===== config.mk =====
export PLATFORM = sky130hd
export DESIGN_NAME = bs_decoder
export DESIGN_NICKNAME = d
export VERILOG_FILES = /design/src/rtl/bs_decoder.sv
export SDC_FILE = /design/constraint.sdc
export NUM_CORES = 1
export LEC_CHECK = 0
export ABC_AREA = 1
export CORE_ASPECT_RATIO = 1.2
export CORE_MARGIN = 1.5
export CORE_UTILIZATION = 35
export DETAILED_ROUTE_END_ITERATION = 7
export PLACE_DENSITY = 0.69
export SETUP_SLACK_MARGIN = 0.1
export SYNTH_ARGS = -nofsm -noshare
export SYNTH_HDL_FRONTEND = slang
export SYNTH_SLANG_ARGS = --single-unit

===== constraint.sdc =====
create_clock -name clk -period 2.4 [get_ports clk]
set_input_delay 0.48 -clock clk [delete_from_list [all_inputs] [get_ports clk]]
set_output_delay 0.48 -clock clk [all_outputs]
set_load 0.05 [all_outputs]

===== src/rtl/bs_decoder.sv =====
// rtl/bs_decoder.sv - USB receive bitstream decoder: SYNC hunt, PID classify, SIPO packet hold
module bs_decoder (
    input  logic        clk,
    input  logic        rst_n,
    input  logic        s_in,
    input  logic        s_valid,
    input  logic        eop,
    input  logic        pkt_taken,
    output logic        pkt_avail,
    output logic [1:0]  pkt_type,
    output logic [87:0] data,
    output logic [23:0] token,
    output logic [7:0]  hshake,
    output logic        pkt_err,
    output logic        free_outbound
);

    // Bit counts after SYNC; the counter runs across PID and body.
    localparam logic [6:0] DATA_BITS   = 7'd88;
    localparam logic [6:0] TOKEN_BITS  = 7'd24;
    localparam logic [6:0] HSHAKE_BITS = 7'd8;
    localparam logic [7:0] SYNC_PAT    = 8'h01;

    typedef enum logic [2:0] {
        S_IDLE,
        S_SYNC_HUNT,
        S_PID,
        S_BODY,
        S_EOP_WAIT,
        S_HOLD,
        S_ERR
    } state_t;

    state_t      r_state, w_state_nxt;
    logic [87:0] r_sipo,  w_sipo_nxt;
    logic [7:0]  r_win,   w_win_nxt;
    logic [6:0]  r_cnt,   w_cnt_nxt;
    logic [6:0]  r_len,   w_len_nxt;
    logic [1:0]  r_type,  w_type_nxt;

    // eop wins over a coincident bit, so such a bit is never accepted.
    logic        w_bit;
    logic [87:0] w_sipo_shift;
    logic [7:0]  w_win_shift;
    logic [7:0]  w_pid;
    logic        w_pid_ok;
    logic [6:0]  w_cnt_inc;

    assign w_bit        = s_valid & ~eop;
    assign w_sipo_shift = {r_sipo[86:0], s_in};
    assign w_win_shift  = {r_win[6:0], s_in};
    assign w_pid        = w_sipo_shift[7:0];
    assign w_pid_ok     = (w_pid[7:4] == ~w_pid[3:0]);
    assign w_cnt_inc    = r_cnt + 7'd1;

    // State and datapath registers
    always_ff @(posedge clk or negedge rst_n) begin
        if (!rst_n) begin
            r_state <= S_IDLE;
            r_sipo  <= '0;
            r_win   <= '0;
            r_cnt   <= '0;
            r_len   <= '0;
            r_type  <= 2'b00;
        end else begin
            r_state <= w_state_nxt;
            r_sipo  <= w_sipo_nxt;
            r_win   <= w_win_nxt;
            r_cnt   <= w_cnt_nxt;
            r_len   <= w_len_nxt;
            r_type  <= w_type_nxt;
        end
    end

    // Next-state and datapath update; HOLD leaves everything frozen
    always_comb begin
        w_state_nxt = r_state;
        w_sipo_nxt  = r_sipo;
        w_win_nxt   = r_win;
        w_cnt_nxt   = r_cnt;
        w_len_nxt   = r_len;
        w_type_nxt  = r_type;
        case (r_state)
            S_IDLE: begin
                w_state_nxt = S_SYNC_HUNT;
            end
            S_SYNC_HUNT: begin
                if (w_bit) begin
                    w_win_nxt = w_win_shift;
                    if (w_win_shift == SYNC_PAT) begin
                        w_state_nxt = S_PID;
                        w_cnt_nxt   = '0;
                        w_sipo_nxt  = '0;
                    end
                end
            end
            S_PID: begin
                if (eop) begin
                    w_state_nxt = S_ERR;
                end else if (s_valid) begin
                    w_sipo_nxt = w_sipo_shift;
                    w_cnt_nxt  = w_cnt_inc;
                    if (w_cnt_inc == HSHAKE_BITS) begin
                        if (!w_pid_ok) begin
                            w_state_nxt = S_ERR;
                        end else begin
                            case (w_pid[1:0])
                                2'b01: begin
                                    w_type_nxt  = 2'b01;
                                    w_len_nxt   = TOKEN_BITS;
                                    w_state_nxt = S_BODY;
                                end
                                2'b11: begin
                                    w_type_nxt  = 2'b00;
                                    w_len_nxt   = DATA_BITS;
                                    w_state_nxt = S_BODY;
                                end
                                2'b10: begin
                                    w_type_nxt  = 2'b10;
                                    w_len_nxt   = HSHAKE_BITS;
                                    w_state_nxt = S_EOP_WAIT;
                                end
                                default: w_state_nxt = S_ERR;
                            endcase
                        end
                    end
                end
            end
            S_BODY: begin
                if (eop) begin
                    w_state_nxt = S_ERR;
                end else if (s_valid) begin
                    w_sipo_nxt = w_sipo_shift;
                    w_cnt_nxt  = w_cnt_inc;
                    if (w_cnt_inc == r_len) begin
                        w_state_nxt = S_EOP_WAIT;
                    end
                end
            end
            S_EOP_WAIT: begin
                // Counter stops at the packet length; an extra bit is the overrun.
                if (eop) begin
                    w_state_nxt = S_HOLD;
                end else if (s_valid) begin
                    w_state_nxt = S_ERR;
                end
            end
            S_HOLD: begin
                if (pkt_taken) begin
                    w_state_nxt = S_SYNC_HUNT;
                    w_win_nxt   = '0;
                end
            end
            S_ERR: begin
                w_state_nxt = S_SYNC_HUNT;
                w_win_nxt   = '0;
            end
            default: w_state_nxt = S_IDLE;
        endcase
    end

    assign pkt_avail = (r_state == S_HOLD);
    assign pkt_err   = (r_state == S_ERR);
    assign pkt_type  = r_type;
    assign data      = r_sipo;
    assign token     = r_sipo[23:0];
    assign hshake    = r_sipo[7:0];
    // IDLE counts as free only once reset is released, so it reads 0 during reset.
    assign free_outbound = (r_state == S_SYNC_HUNT) | ((r_state == S_IDLE) & rst_n);

endmodule


==> metrics.cfg <==
[layout]
drive_above_1_share = 0.0697
design_area_um2 = 6300
finalNonFillerCells = 699
nNetsFinal = 533
layout.cells.most_common = clkdlybuf4s50_1
fillCellCount = 1248
area_growth_pct = 32.7
utilization = 0.476
final_cell_mix = clkdlybuf4s50_1 (126), dfrtp_1 (110), a22o_1 (93), nand2_1 (50), inv_1 (32)
n_antenna_cell = 0

[place]
place_inst = 683
io_buffers = 130
place_ws_ns = 0.143
gp_congestion = 0.774
dp_hpwl_mm = 7.02
placed_area_um2 = 6010

[logic_synthesis]
synthArstFlopShare = 1.00
yosysSeqAreaShare = 0.580
synth.distinct_cells = 29
synth_area_um2 = 4750
synthFlopType = dfrtp_1
synth_edf_count = 0
synth_cells = 433
synth.net_count = 440
yosys_register_bits = 110
syn_avg_cell_area_um2 = 11.0
ys_warn_count = 0

[critical_path]
cp_cell_sequence = clkdlybuf4s50_1
cp-start-kind = flip-flop
reg2reg_from = r_cnt[0]
endpoint_kind = primary output
critPathTopFamily = buffers and inverters
required_ns = 1.92
cpPeakStageDelay_ns = 0.88
slowest_stage = clkdlybuf4s50_1
critical_path_peak_fanout = 10
critical_path_arrival_ns = 1.75
path_class = reg -> out
worst-path-buf-inv = 1
startpoint = data[0]

[grt]
grt_max_degree = 111
grt_pass1_wl_mm = 16.9
grt-ovfl-total = 0
grt_use_total = 0.149
antenna_found_initial = 0
grt_pass1_vias = 3371

[clock_tree]
worstSkewPairLatency_ns = 0.34
path_clk_slew_ns = 0.07
clockBufferDepth = 2
cts_buffers = 9
cts_tree = done
root_buffer = clkbuf_16
ctsResizeCount = 0
cts.sinks = 110
holdBufCountCts = 0
h-tree-depth = 3
cts_setup_buffers = 0

[power]
p_sw_frac = 0.324
internal-power_mw = 3.10
max-vdd-ir-drop_mv = 0.418
clockPowerShare = 0.312
p_switching_mw = 1.48
p_total_mw = 4.59
p_leak_nw = 2.88
seqPwrFrac = 0.451
power_density_nw_per_um2 = 728
power_frac_comb = 0.236

[route]
drtPass1Iterations = 8
final_antenna_net_count = 0
drt_iter0_drc = 173
num_vias = 3557
drt_wl_total_mm = 10.4
wl_per_cell_um = 14.8
remaining_drc_errors = 0
via_per_inst = 5.09

[floorplanning]
fp.dieH_um = 131
start_util = 0.359
core-area_um2 = 13200
ios = 131
die_w_um = 109
die_area_um2 = 14300
rows = 46

[sta]
fmaxAchievable_mhz = 448
finalSetupViolations = 0
max_slew_margin = 0.629
tns_ns = 0
fin_hold_ws_ns = 0.253
min_period_over_period = 0.931
period_minus_slack_ns = 2.23
rsz0062_at_grt = false
worst_slew_pin_slew_ns = 0.556
slew_viol_final = 0
hold_viol_final = 0
clock_skew_ns = 0.00717
setup_slack_ns = 0.166

[min_path]
hold_path.class = in -> async

[job]
cap_violations = 0

[status]
status = finished clean

-- synth_stat cells (2+ instances only) --
cell      instances  area (um^2)
nor2_1           17         63.8
nand3_1          27          135
a21oi_1           2         10.0
nand2_1          50          188
nand4_1           9         56.3
o21bai_1          2         15.0
nor2_2            2         12.5
o21ai_0          14         70.1
inv_2             2         7.51
a22o_1           93          815
buf_2            21          105
nor3_1            4         20.0
buf_4            34          255
dfrtp_1         110         2750
inv_1            32          120
-- layout make-up --
type | count | area (um^2) | share of cell area
Tap cell | 168 | 210 | 0.0334
Inverter | 34 | 128 | 0.0203
Clock inverter | 3 | 25.0 | 0.00397
Timing Repair Buffer | 139 | 1420 | 0.226
Multi-Input combinational cell | 232 | 1490 | 0.237
Sequential cell | 110 | 2750 | 0.437
Clock buffer | 13 | 270 | 0.0429
-- registers in the layout, summed over array words and instances (netlist names) --
signal / flops
r_state: 3
pkt_type: 2
r_cnt: 7
data: 88
r_len: 3
r_win: 7
-- cell families (layout without fill, tap and decap cells) --
logic type / count (synthesis) / after routing / synth area share
compound gates: 116 / 116 / 0.200
xor+xnor: 1 / 1 / 0.00184
fa+ha+maj: 1 / 1 / 0.00263
buf+inv: 91 / 189 / 0.106
flops: 110 / 110 / 0.580
mux: 1 / 1 / 0.00237
simple gates: 113 / 113 / 0.107
-- layer usage --
metal  vias up  wire length [um]  GRT usage  part of all wire
met5         -                 0          0                 0
met4         0               136     0.0527             0.013
met3        12               506     0.0278             0.049
met2       114              5080      0.240              0.49
met1      1748              4650      0.201              0.45
li1       1683                 -          -                 -
-- power by group through the flow --
stage	logic, mW	clock network [mW]	registers (mW)
CTS	1.10	1.49	2.07
finish	1.08	1.43	2.07
global placement	1.06	0	2.10
floorplan	0.794	0	2.08
detailed placement	1.09	0	2.11
global route	1.20	1.57	2.09
-- path summary, 6_finish.rpt --
check	to	slack (ns)	cells after the start
max in group asynchronous	r_state[0]	1.75	2
min reg2reg	r_len[4]	0.49	2
max reg2reg	r_len[6]	0.44	9
min	data[86]	0.25	2
max	token[0]	0.17	1
min in group clk	r_len[4]	0.49	2
Note: power is estimated with default switching activity, not from simulation.
